File: config.mk
export PLATFORM = sky130hd
export DESIGN_NAME = alu_exec
export DESIGN_NICKNAME = d
export VERILOG_FILES = /design/src/rtl/alu_exec.sv
export SDC_FILE = /design/constraint.sdc
export NUM_CORES = 1
export LEC_CHECK = 0
export CAP_MARGIN = 10
export CORE_ASPECT_RATIO = 1.25
export CORE_MARGIN = 2
export CORE_UTILIZATION = 57
export CTS_CLUSTER_DIAMETER = 30
export DETAILED_ROUTE_END_ITERATION = 7
export PLACE_DENSITY = 0.8
export SLEW_MARGIN = 20
export SYNTH_ARGS = -nofsm -noshare
export SYNTH_HDL_FRONTEND = slang
export SYNTH_SLANG_ARGS = --single-unit
File: constraint.sdc
create_clock -name clock -period 9.85 [get_ports clock]
set_input_delay 2.4625 -clock clock [delete_from_list [all_inputs] [get_ports clock]]
set_output_delay 2.4625 -clock clock [all_outputs]
set_load 0.02 [all_outputs]
File: src/rtl/alu_exec.sv
// Single-issue execute unit: 8-entry register file, one execute slot feeding an
// external combinational ALU, and a 2-entry in-order result FIFO.
module alu_exec #(
    parameter int unsigned WORD_SIZE = 18
) (
    input  logic                 clock,
    input  logic                 reset,
    input  logic                 in_valid,
    output logic                 in_ready,
    input  logic [3:0]           in_op,
    input  logic [2:0]           in_dst,
    input  logic [2:0]           in_src0,
    input  logic [2:0]           in_src1,
    input  logic                 in_imm_en,
    input  logic [WORD_SIZE-1:0] in_imm,
    output logic [WORD_SIZE-1:0] alu_r0,
    output logic [WORD_SIZE-1:0] alu_r1,
    output logic [3:0]           alu_op,
    input  logic [WORD_SIZE-1:0] alu_res,
    output logic                 out_valid,
    input  logic                 out_ready,
    output logic [2:0]           out_dst,
    output logic [WORD_SIZE-1:0] out_data,
    output logic                 out_zero,
    input  logic [2:0]           dbg_addr,
    output logic [WORD_SIZE-1:0] dbg_data
);

    localparam int unsigned NUM_REGS = 8;
    localparam int unsigned IDX_W    = 3;
    localparam int unsigned OP_W     = 4;
    localparam int unsigned CNT_W    = 2;

    typedef struct packed {
        logic [IDX_W-1:0]     dst;
        logic [WORD_SIZE-1:0] data;
    } fifo_entry_t;

    logic [WORD_SIZE-1:0] regs_q [NUM_REGS];
    logic [WORD_SIZE-1:0] regs_d [NUM_REGS];

    logic                 e_valid_q, e_valid_d;
    logic [OP_W-1:0]      e_op_q, e_op_d;
    logic [IDX_W-1:0]     e_dst_q, e_dst_d;
    logic [IDX_W-1:0]     e_src0_q, e_src0_d;
    logic [IDX_W-1:0]     e_src1_q, e_src1_d;
    logic                 e_imm_en_q, e_imm_en_d;
    logic [WORD_SIZE-1:0] e_imm_q, e_imm_d;

    fifo_entry_t          fifo_q [2];
    fifo_entry_t          fifo_d [2];
    logic [CNT_W-1:0]     count_q, count_d;

    logic                 e_fire;
    logic                 accept;
    logic                 pop;
    logic [WORD_SIZE-1:0] rd0;
    logic [WORD_SIZE-1:0] rd1;
    fifo_entry_t          new_entry;

    // Handshake and ALU operand presentation; register 0 always reads as zero.
    always_comb begin
        e_fire    = e_valid_q && (count_q < CNT_W'(2));
        in_ready  = !e_valid_q || e_fire;
        accept    = in_valid && in_ready;
        pop       = (count_q != '0) && out_ready;
        rd0       = (e_src0_q == '0) ? '0 : regs_q[e_src0_q];
        rd1       = (e_src1_q == '0) ? '0 : regs_q[e_src1_q];
        alu_r0    = e_valid_q ? rd0 : '0;
        alu_r1    = e_valid_q ? (e_imm_en_q ? e_imm_q : rd1) : '0;
        alu_op    = e_valid_q ? e_op_q : '0;
        new_entry = '{dst: e_dst_q, data: alu_res};
        out_valid = (count_q != '0);
        out_dst   = fifo_q[0].dst;
        out_data  = fifo_q[0].data;
        out_zero  = (fifo_q[0].data == '0);
        dbg_data  = (dbg_addr == '0) ? '0 : regs_q[dbg_addr];
    end

    // Next state: writeback, execute slot load/drain, FIFO push/pop.
    always_comb begin
        for (int i = 0; i < NUM_REGS; i++) regs_d[i] = regs_q[i];
        e_valid_d  = e_valid_q;
        e_op_d     = e_op_q;
        e_dst_d    = e_dst_q;
        e_src0_d   = e_src0_q;
        e_src1_d   = e_src1_q;
        e_imm_en_d = e_imm_en_q;
        e_imm_d    = e_imm_q;
        fifo_d[0]  = fifo_q[0];
        fifo_d[1]  = fifo_q[1];
        count_d    = count_q;

        if (e_fire && (e_dst_q != '0)) regs_d[e_dst_q] = alu_res;

        if (accept) begin
            e_valid_d  = 1'b1;
            e_op_d     = in_op;
            e_dst_d    = in_dst;
            e_src0_d   = in_src0;
            e_src1_d   = in_src1;
            e_imm_en_d = in_imm_en;
            e_imm_d    = in_imm;
        end else if (e_fire) begin
            e_valid_d = 1'b0;
        end

        // Push and pop together only happens at count 1: new entry becomes head.
        case ({e_fire, pop})
            2'b10: begin
                if (count_q == '0) fifo_d[0] = new_entry;
                else               fifo_d[1] = new_entry;
                count_d = count_q + CNT_W'(1);
            end
            2'b01: begin
                fifo_d[0] = fifo_q[1];
                count_d   = count_q - CNT_W'(1);
            end
            2'b11: fifo_d[0] = new_entry;
            default: ;
        endcase
    end

    always_ff @(posedge clock or posedge reset) begin
        if (reset) begin
            for (int i = 0; i < NUM_REGS; i++) regs_q[i] <= '0;
            e_valid_q  <= 1'b0;
            e_op_q     <= '0;
            e_dst_q    <= '0;
            e_src0_q   <= '0;
            e_src1_q   <= '0;
            e_imm_en_q <= 1'b0;
            e_imm_q    <= '0;
            fifo_q[0]  <= '0;
            fifo_q[1]  <= '0;
            count_q    <= '0;
        end else begin
            for (int i = 0; i < NUM_REGS; i++) regs_q[i] <= regs_d[i];
            e_valid_q  <= e_valid_d;
            e_op_q     <= e_op_d;
            e_dst_q    <= e_dst_d;
            e_src0_q   <= e_src0_d;
            e_src1_q   <= e_src1_d;
            e_imm_en_q <= e_imm_en_d;
            e_imm_q    <= e_imm_d;
            fifo_q[0]  <= fifo_d[0];
            fifo_q[1]  <= fifo_d[1];
            count_q    <= count_d;
        end
    end

endmodule

Yosys cells after proc, flatten, opt, wreduce, memory -nomap -nowiden
Index checks and enable logic that the tools add are counted.
{"block": "totals", "rom_bits": 0, "ramBits": 0, "word_cells": 80, "out_inout_bits": 82, "latchBits": 0, "memories": 0, "ff_bits": 221, "in_bits": 57}
{"block": "classes", "multipliers": 0, "n_reduce_logical": 19, "mux": 24, "n_lt_le_gt_ge": 6, "addsub": 2, "n_eq_ne": 4, "bitwise": 5, "n_shift": 0, "div_mod_pow": 0}
{"op": "$mux W18", "n": 13}
{"op": "$bmux W18 S3", "n": 3}
{"op": "$bwmux W144", "n": 1}
{"op": "$pmux W21 S3", "n": 1}
{"op": "$demux W18 S3", "n": 1}
{"op": "$mux W21", "n": 1}
{"op": "$logic_not A18 Y1", "n": 1}
{"op": "$ge A4 B4 Y1 const B", "n": 4}
{"op": "$not A3 Y4", "n": 4}
{"op": "$logic_not A3 Y1", "n": 3}
{"op": "$reduce_bool A2 Y1", "n": 3}
{"op": "$reduce_bool A3 Y1", "n": 2}
{"op": "$logic_and A1 B1 Y1", "n": 5}
{"op": "$eq A2 B2 Y1 const B", "n": 2}
{"op": "$lt A4 B1 Y1 const B", "n": 1}
{"op": "$mux W4", "n": 1}
{"op": "$pmux W2 S2", "n": 1}
{"op": "$reduce_and A2 Y1", "n": 2}
{"op": "$add A2 B1 Y2 const B", "n": 1}
{"op": "$eq A2 B1 Y1 const B", "n": 1}
{"op": "$logic_not A2 Y1", "n": 1}
{"op": "$lt A2 B2 Y1 const B", "n": 1}
{"op": "$mux W1", "n": 2}
{"op": "$ne A2 B2 Y1 const B", "n": 1}
{"op": "other kinds (4)", "n": 4}

Depth between registers and ports, before layout
{"block": "depth", "ltp_word": 7, "depth_mapped": 9, "ltp_nobuf": 8}

Worst setup path after synthesis
Ideal clock, no wire load.
{"block": "synth_timing", "kind": "input -> output", "start": "in dbg_addr[0]", "end": "out dbg_data[10]", "path_stages": 6, "arrival_time_ns": 3.905, "required_ns": 7.388, "path_buffers": 4, "slack_ns": 3.483, "path_cell_list": "buf_2 -> buf_4 -> buf_4 -> buf_2 -> a22oi_1 -> o21ai_0"}
{"block": "synth_via", "elab_chain_cells": 5}
{"item": "start: declaration", "line_no": "25", "source": "input logic [2:0] dbg_addr,"}
{"item": "$not A3 Y4 (implied by the code)", "line_no": "77", "source": "dbg_data = (dbg_addr == '0) ? '0 : regs_q[dbg_addr];"}
{"item": "$bmux W18 S3", "line_no": "77"}
{"item": "$mux W18 (implied by the code) (2 in a row)", "line_no": "77"}
{"item": "$mux W18 *", "line_no": "77"}
{"item": "end: declaration", "line_no": "26", "source": "output logic [WORD_SIZE-1:0] dbg_data"}
Every way passes the cells marked *; elsewhere a longest branch is shown, timed or not. The select of a mux whose other input is x is not followed.

Worst setup path after layout
{"block": "layout_timing", "start": "in dbg_addr[1]", "end": "out dbg_data[4]"}
Same word-level chain as after synthesis.

==> out/qor.txt <==
========================================================================================
Ports                                                                                139
CTS HTree Levels                                                                       2
Count of final setup violators                                                         0
Clock-pin slew of the registers on the worst-case setup and hold paths           0.05 ns
Initial Utilization                                                                57.7%
Flip-flop and latch count after synthesis                                            203
Flop2flop setup slack                                                            7.41 ns
Initial DRT Pass Iterations                                                            5
Cell-by-cell listing of the critical path                                   clkdlybuf4s50_1, buf_4, nor2b_1, buf_4, a22oi_1, o21ai_0, clkdlybuf4s50_1
Setup TNS                                                                           0 ns
Overall Power                                                                    5.60 mW
Vias post-DR                                                                       8,502
PortBufs                                                                             138
Cell at the root of the clock tree                                          sky130_fd_sc_hd__clkbuf_16
Net count after synthesis                                                          1,014
Synth Cell Area                                                               11,600 um2
Mean area per synthesized cell                                                  12.1 um2
Pin count of the biggest net entering global routing                                 137
DRT antenna net count                                                                  0
Number of pins with negative max-slew slack in the final report                        0
Overall die height                                                                163 um
Antenna violations before repair                                                       0
Core area                                                                     20,000 um2
Cell with the largest stage delay on the worst path                         sky130_fd_sc_hd__clkdlybuf4s50_1
Maximum frequency from static timing analysis                                  0.132 GHz
Cell count after synthesis                                                           955
Ant. Diodes                                                                            0
Run status                                                                  finished, final reports clean
Cells resized by post-CTS repair                                                       0
Worst hold-check path type                                                  register to register
Hold-fix buffers at CTS                                                                0
Weighted congestion at the end of routability-driven global placement              0.821
Primary FF master, synth                                                    sky130_fd_sc_hd__dfrtp_1
Drt first-iter violations                                                            724
Leakage power figure                                                             6.00 nW
Final WL                                                                         31.7 mm
Net count reported at finish                                                       1,115
P&R area growth vs syn                                                             23.5%
Number of library cell types mapped by synthesis                                      41
TritonCTS sink count                                                                 203
TritonCTS clock tree                                                               built
IR Drop Worst-Case VDD                                                            283 uV
Number of warnings issued by yosys                                                     0
Vias per Instance                                                                   6.28
Number of buffers added by the clock tree synthesis step                              38
Power density over cell area                                                  392 nW/um2
Most frequent standard cell in the layout excluding fill and tap cells      sky130_fd_sc_hd__mux2_2
Commonest cells after routing, fill and taps aside                          sky130_fd_sc_hd__mux2_2, sky130_fd_sc_hd__dfrtp_1, sky130_fd_sc_hd__clkdlybuf4s50_1, sky130_fd_sc_hd__nand2_1, sky130_fd_sc_hd__mux2i_1
Setup repair after global routing missed its margin                                   no
Share of synthesized registers carrying an async set or reset                       100%
Worst clock skew                                                               0.0144 ns
Proportion of synthesized chip area in sequential cells                            43.9%
Worst EP required                                                                7.39 ns
Final critical path time including I/O delays and setup                          7.56 ns
Share of cells above drive strength 1                                              33.1%
Number of hold-slack violations in the final timing report                             0
Arrival @ worst endpoint                                                         5.09 ns
CP endpoint kind                                                              output pin
WL/cell                                                                          23.4 um
Critical path fanouts, max                                                            38
GR Util All Layers                                                                 29.5%
First-pass GRT wire length                                                       49.2 mm
Clock Path Buffers                                                                     3
Transition at the pin with the smallest max-transition slack                     1.02 ns
Post-CTS setup buffer count                                                            0
Remaining global-route overflow                                                        0
Number of enable-type register cells in the synthesized netlist                        0
Worst-case headroom to the max-slew limit                                          32.3%
Total half-perimeter wirelength after legalization and detailed placement        19.2 mm
CP startpoint kind                                                             input pin
Kind of critical path                                                       input pin to output pin
Die outline width                                                                 131 um
Vias in the first global route                                                     8,795
Skew-Pair Late Insertion Delay                                                   0.50 ns
Delay of the slowest cell on the worst path                                      0.65 ns
Number of max-cap violations                                                           0
Crit share post-route                                                              76.7%
Site row count                                                                        58
Drt drc                                                                                0
Die area                                                                      21,400 um2
========================================================================================
-- logic make-up after synthesis --
logic type               after synthesis  synth area share (%)
AO/OA/AOI/OAI                        147                  7.83
XOR/XNOR                               3                 0.227
adder cells (fa/ha/maj)                2                 0.216
buffers and inverters                102                  4.77
flip-flops                           203                  43.9
multiplexers                         337                  36.0
AND/OR/NAND/NOR                      161                  7.00
-- state kept, by name (all words and copies together), names as in the netlist --
signal / cells
regs_q: 126
e_imm_q: 18
out_dst: 3
fifo_q: 21
e_src1_q: 3
e_valid_q: 1
e_dst_q: 3
out_data: 18
e_src0_q: 3
count_q: 2
e_imm_en_q: 1
e_op_q: 4
-- worst paths after layout --
| kind | start | end | cells past startpoint |
|---|---|---|---|
| max in group asynchronous | reset | regs_q[57] | 3 |
| min reg2reg | e_op_q[1] | e_op_q[1] | 1 |
| min | e_op_q[1] | e_op_q[1] | 1 |
| max | dbg_addr[1] | dbg_data[4] | 7 |
| min in group asynchronous | reset | out_data[12] | 2 |
| max reg2reg | e_valid_q | regs_q[90] | 5 |
-- power by group --
| group | total [mW] | internal, mW | leakage, nW | switching (mW) |
|---|---|---|---|---|
| clock | 1.37 | 0.937 | 0.659 | 0.437 |
| combinational | 2.54 | 1.34 | 2.92 | 1.20 |
| sequential | 1.69 | 1.25 | 2.41 | 0.434 |
-- per-stage QoR --
| stage | area [um2] | setup WS [ns] | hold slack (ns) | util, % | cells |
|---|---|---|---|---|---|
| 2_1_floorplan | 11600 | 1.85 | 0.449 | - | 955 |
| 3_3_place_gp | 12900 | 2.42 | 0.458 | 64.5 | 1286 |
| 3_5_place_dp | 12900 | 2.38 | 0.472 | 64.5 | 1286 |
| 4_1_cts | 14300 | 2.32 | 0.482 | 71.3 | 1354 |
| 5_1_grt | 14300 | 2.21 | 0.502 | 71.3 | 1354 |
| 6_report | 14300 | 2.29 | 0.475 | 71.3 | 1354 |
-- synthesized netlist by cell type, types with 10 or more instances --
| cell | n | area, um2 |
|---|---|---|
| sky130_fd_sc_hd__a21oi_1 | 17 | 85.1 |
| sky130_fd_sc_hd__a22oi_1 | 33 | 248 |
| sky130_fd_sc_hd__and2_1 | 18 | 113 |
| sky130_fd_sc_hd__buf_1 | 10 | 37.5 |
| sky130_fd_sc_hd__buf_2 | 31 | 155 |
| sky130_fd_sc_hd__buf_4 | 28 | 210 |
| sky130_fd_sc_hd__clkbuf_1 | 26 | 97.6 |
| sky130_fd_sc_hd__dfrtp_1 | 203 | 5080 |
| sky130_fd_sc_hd__mux2_2 | 209 | 2350 |
| sky130_fd_sc_hd__mux2_4 | 10 | 150 |
| sky130_fd_sc_hd__mux2i_1 | 78 | 781 |
| sky130_fd_sc_hd__mux4_2 | 38 | 856 |
| sky130_fd_sc_hd__nand2_1 | 86 | 323 |
| sky130_fd_sc_hd__nand2b_1 | 19 | 119 |
| sky130_fd_sc_hd__o21ai_0 | 70 | 350 |
| sky130_fd_sc_hd__o22ai_1 | 11 | 68.8 |
-- final cells by class --
type | instances | area [um2]
sequential | 203 | 5080
tap | 270 | 338
timing repair buffer | 158 | 1530
fill | 1406 | 5750
inverter | 5 | 27.5
clock buffer | 44 | 1030
clock inverter | 24 | 327
multi-input combinational | 650 | 5940
-- worst max-delay path, delay by kind of cell --
family	cells	cell delay, ns
AND/OR/NAND/NOR	1	0.25
buffers and inverters	4	1.94
AO/OA/AOI/OAI	2	0.42
-- routing by layer --
layer / vias to the layer above / part of all wire (%) / GRT usage (%)
li1: 3700 / - / -
met1: 4318 / 39 / 37.2
met2: 394 / 50 / 49.5
met3: 90 / 6.7 / 4.93
met4: 0 / 4.7 / 15.5
met5: - / 0 / 0
(Power assumes the default switching activity.)
